--- src/rtl/rr_encoder_arb.sv ---
// rr_encoder_arb: registered round-robin request encoder with a valid/ready grant; define RR_ENCODER_ARB_LOCK_EN to add the lock input
module rr_encoder_arb #(
    parameter int N = 2,
    localparam int M = 2**N
) (
    input  logic         clk,
    input  logic         rst_n,
    input  logic [M-1:0] req,
    input  logic         gnt_ready,
`ifdef RR_ENCODER_ARB_LOCK_EN
    input  logic         lock,
`endif
    output logic         gnt_valid,
    output logic [N-1:0] gnt_idx,
    output logic [M-1:0] gnt_onehot,
    output logic         any_req
);
    localparam logic [0:0] IDLE = 1'b0, GRANT = 1'b1;
    logic [0:0]   state;
    logic [N-1:0] ptr, base, sel, nxt_idx;
    logic         hold_ptr, take;
`ifdef RR_ENCODER_ARB_LOCK_EN
    assign hold_ptr = lock;
`else
    assign hold_ptr = 1'b0;
`endif
    assign any_req   = |req;
    assign gnt_valid = state == GRANT;
    assign take      = !gnt_valid || gnt_ready;
    // base is also the ptr value committed on a handshake
    assign base      = (gnt_valid && !hold_ptr) ? gnt_idx + N'(1) : ptr;
    assign nxt_idx   = (gnt_valid && hold_ptr && req[gnt_idx]) ? gnt_idx : sel;
    // descending scan so the lowest offset from base wins
    always_comb begin
        sel = '0;
        for (int i = M - 1; i >= 0; i--)
            sel = req[base + N'(i)] ? base + N'(i) : sel;
    end
    always_ff @(posedge clk) begin
        if (!rst_n) begin
            state      <= IDLE;
            ptr        <= '0;
            gnt_idx    <= '0;
            gnt_onehot <= '0;
        end else if (take) begin
            if (gnt_valid) ptr <= base;
            state      <= any_req ? GRANT : IDLE;
            gnt_idx    <= any_req ? nxt_idx : gnt_idx;
            gnt_onehot <= any_req ? M'(1) << nxt_idx : '0;
        end
    end
endmodule

--- config.mk ---
export PLATFORM = sky130hd
export DESIGN_NAME = rr_encoder_arb
export DESIGN_NICKNAME = d
export VERILOG_FILES = /design/src/rtl/rr_encoder_arb.sv
export SDC_FILE = /design/constraint.sdc
export NUM_CORES = 1
export LEC_CHECK = 0
export CAP_MARGIN = 25
export CORE_AREA = 2 2 39 41
export CTS_CLUSTER_SIZE = 25
export DETAILED_ROUTE_END_ITERATION = 7
export DIE_AREA = 0 0 41 43
export PLACE_DENSITY_LB_ADDON = 0.25
export SLEW_MARGIN = 0
export SYNTH_ARGS = -nofsm -noshare
export SYNTH_HDL_FRONTEND = slang
export SYNTH_SLANG_ARGS = --single-unit
--- constraint.sdc ---
create_clock -name clk -period 1.95 [get_ports clk]
set_input_delay 0.195 -clock clk [delete_from_list [all_inputs] [get_ports clk]]
set_output_delay 0.195 -clock clk [all_outputs]
set_load 0.02 [all_outputs]
==> impl.org <==
** Power
- Total power density per cell area :: 664 nW/um^2
- Clock network fraction of design power :: 0.280
- Power spent charging and discharging nets :: 0.000161 W
- Summed over all cells, the static leakage comes to 0.307 nW.
- Share of power burned in registers :: 0.424
- Net switching share of the total power :: 0.312
- Worst supply voltage drop on vdd :: ~0.0004 V
- Internal power component :: 0.000354 W
- The share of total power dissipated in combinational logic is 0.296.
- Sum of internal, switching and leakage power :: 0.000515 W

** STA
- Setup tns final :: 0 ns
- Final number of max-transition violations :: 0
- For the pin with the worst max-slew slack, the measured transition is 0.407 ns.
- The number of hold violations in the final report was 0.
- Setup repair after global routing left no endpoint under its margin.
- Of the available clock period, the critical path in the final layout requires 0.947.
- Worst slew slack as a fraction of its limit :: 0.725
- For the final database, setup skew stands at 0.00597 ns.
- Hold is met by approximately 0.47 ns.
- Max frequency :: 0.541 GHz
- After layout, the worst setup slack is 0.103 ns.
- Final number of setup-violating endpoints :: 0
- Post-layout minimum cycle time :: roughly 1.8 ns

** Outcome
- Status :: completed

** Logic synthesis
- Syn Nets :: 73
- Of the post-synthesis cell area, the dominant cell type holds 0.333.
- Summed over all instances, the cell type with the most area after synthesis is sky130_fd_sc_hd__dfxtp_1.
- Largest cells by area after synthesis :: sky130_fd_sc_hd__dfxtp_1, sky130_fd_sc_hd__a21oi_1, sky130_fd_sc_hd__nand3_1, sky130_fd_sc_hd__nor2_1, sky130_fd_sc_hd__o31ai_1
- Predominant post-synthesis flop cell :: sky130_fd_sc_hd__dfxtp_1
- Yosys warnings :: 0
- Synthesized area divided by synthesized cell count :: 8.19 um^2
- Part of the Yosys area used for sequential elements :: 0.333
- Share of flip-flops with an asynchronous set or reset :: 0
- Yosys mapped a number of flops with a built-in enable equal to 0.
- After synthesis, the most frequently instantiated cells are sky130_fd_sc_hd__dfxtp_1, sky130_fd_sc_hd__nor2_1.
- Post-synthesis cell count :: 66
- Flops & latches, synth :: 9
- Area of the mapped netlist :: 541 um^2
- Library cell with the highest instance count after synthesis :: sky130_fd_sc_hd__dfxtp_1
- Number of distinct standard cells referenced by the synthesized netlist :: 31

** GRT
- Entering global routing, the biggest net connects 9 pins.
- The initial antenna violation count was 0.
- Across every metal layer, demand over resource in global routing totals 0.185.
- Global-route wire length before repair :: 2150 um
- The via count of the first global-routing pass is 496.
- Global route total overflow :: 0

** Critical path
- Worst Path Required :: 1.75 ns
- The critical path in this run is classified as in2out.
- CP max FO :: 5
- STA puts the critical path data arrival time at around 1.7 ns.
- Worst reg2reg startpoint :: gnt_valid$_SDFFE_PN0N_
- R2R cell count :: 6
- The worst setup path is launched from an input port.
- RR Endpoint :: gnt_onehot[3]$_SDFFE_PN0N_
- STA classifies the critical path endpoint as an output port.
- Worst-case register-to-register setup slack :: 0.26 ns

** Min path
- In this run the most critical hold path is launched from gnt_onehot[3]$_SDFFE_PN0N_.
- For hold timing, the worst endpoint is gnt_onehot[3]$_SDFFE_PN0N_.
- Instance count along the most critical hold path :: 2
- Worst hold-check path type :: reg2reg

** Placement
- Quantity of I/O buffers inserted on ports :: 14
- Routability cong. :: 0.789
- Final HPWL from detailed placement :: 1010 um
- Post-Place Setup Slack :: 0.000542 ns

** Floorplanning
- In this run the horizontal extent of the chip is 41 um.
- Area of the die :: 1760 um^2
- Core box area :: 1380 um^2
- Starting Density :: 0.391
- Row cnt :: 14
- Pin placement for this block handled 15 I/O pins.
- Die boundary height :: between 40 and 50 um

** Cells and area
- Share of final-layout standard cells stronger than drive strength 1 :: 0.187
- After the last flow step, the layout net total stands at a little under 100.
- Growth of design area from synthesis to finish :: 43.5%
- The repair_antennas step left the layout with diodes totalling 0.
- After filler insertion, the fill cell instance count of the layout stands at 141.
- The multi-input combinational cells in the finished layout cover a total of 327 um^2.
- Register area :: 180 um^2

** Drt
- Dividing the detail-routed wire length by the instance count gives between 10 and 15 um.
- The final layout contains routed wiring with a total length of 1370 um.
- The first TritonRoute pass finished after 4 iterations.
- For this block, the initial DRC count from the detailed router was 9.
- The detail route stage leaves a number of antenna-violating nets equal to 0.
- After detailed routing, the number of remaining DRC violations is 0.
- After detailed routing, the number of vias per cell comes to approximately 5.6.
- Total vias in the final route :: between 500 and 600

** Clock tree
- Number of resized instances in the post-cts repair step :: 0
- Buffer depth of the longest clock path :: 2
- Number of sinks driven by the clock tree :: 9
- TritonCTS created 3 clock buffers.
- CTS tree :: yes
- The clock reaches the later pin of the worst-skew pair after between 0.2 and 0.3 ns.
- Clock-pin slew was measured on the worst setup and hold paths at around 0.060 ns.
- H-tree depth reported by CTS :: 1
- Hold_buf cts :: 0
- Clock root buffer :: sky130_fd_sc_hd__clkbuf_4
- # Post-CTS Setup Buffers :: 0

** Run
- Max-cap violations :: 0
[flip-flops by register name, indices dropped and copies added (netlist names)]
register	count
gnt_onehot	4
gnt_idx	2
ptr	2
gnt_valid	1
[metal layers]
layer	GRT usage	vias up	share of wire
li1	-	302	-
met1	0.266	274	0.48
met2	0.219	16	0.42
met3	0.0576	4	0.061
met4	0.140	0	0.030
met5	0	-	0
[worst max-delay path, stage by stage]
cell	delay (ns)
sky130_fd_sc_hd__clkdlybuf4s50_1	0.42
sky130_fd_sc_hd__nor4_1	0.27
sky130_fd_sc_hd__buf_4	0.18
sky130_fd_sc_hd__inv_1	0.05
sky130_fd_sc_hd__clkdlybuf4s50_1	0.53
[placed cells by master, fill, tap and decap left out, types with 2 or more instances in the layout]
cell / instances
sky130_fd_sc_hd__o31ai_1: 3
sky130_fd_sc_hd__o211ai_1: 2
sky130_fd_sc_hd__or2_2: 2
sky130_fd_sc_hd__buf_4: 8
sky130_fd_sc_hd__a21oi_1: 5
sky130_fd_sc_hd__o21ai_0: 2
sky130_fd_sc_hd__clkbuf_4: 3
sky130_fd_sc_hd__dfxtp_1: 9
sky130_fd_sc_hd__inv_1: 5
sky130_fd_sc_hd__nor2_1: 6
sky130_fd_sc_hd__nor3_1: 2
sky130_fd_sc_hd__nand2_1: 5
sky130_fd_sc_hd__clkdlybuf4s50_1: 14
sky130_fd_sc_hd__nand3_1: 5
[power by group through the flow]
stage	clock network (W)	registers (W)	logic, W
floorplan	0	0.000232	0.0000727
global route	0.000158	0.000220	0.000167
global placement	0	0.000222	0.000151
detailed placement	0	0.000222	0.000152
finish	0.000144	0.000218	0.000152
CTS	0.000151	0.000217	0.000153
[stage by stage]
stage	utilization	cells	area, um^2
after detailed placement	0.542	103	749
after global placement	0.542	103	749
final	0.561	107	776
after CTS	0.561	107	776
after global routing	0.561	107	776
after floorplan	-	66	541
[worst max path at each step]
stage,startpoint,end,slack [ns],cells past startpoint
finish,req[0],any_req,0.10,5
global route,req[0],any_req,0.02,5
CTS,req[0],any_req,0.08,5
detailed placement,req[0],gnt_onehot[3]$_SDFFE_PN0N_,0.0005,7
global placement,req[1],gnt_onehot[1]$_SDFFE_PN0N_,0.02,7
floorplan,gnt_valid$_SDFFE_PN0N_,gnt_onehot[2]$_SDFFE_PN0N_,0.38,5
[cell type report]
type	count	share of cell area
inverter	6	0.0290
tap	16	0.0258
clock buffer	4	0.0339
multi-input combinational	50	0.421
sequential	9	0.232
timing repair buffer	22	0.258
[logic make-up after synthesis]
kind of cell | Yosys count | share of synthesized area
simple gates | 28 | 0.282
compound gates | 20 | 0.287
flops | 9 | 0.333
buf+inv | 7 | 0.0625
xor+xnor | 1 | 0.0162
fa+ha+maj | 1 | 0.0185
Note: power is estimated with default switching activity, not from simulation.
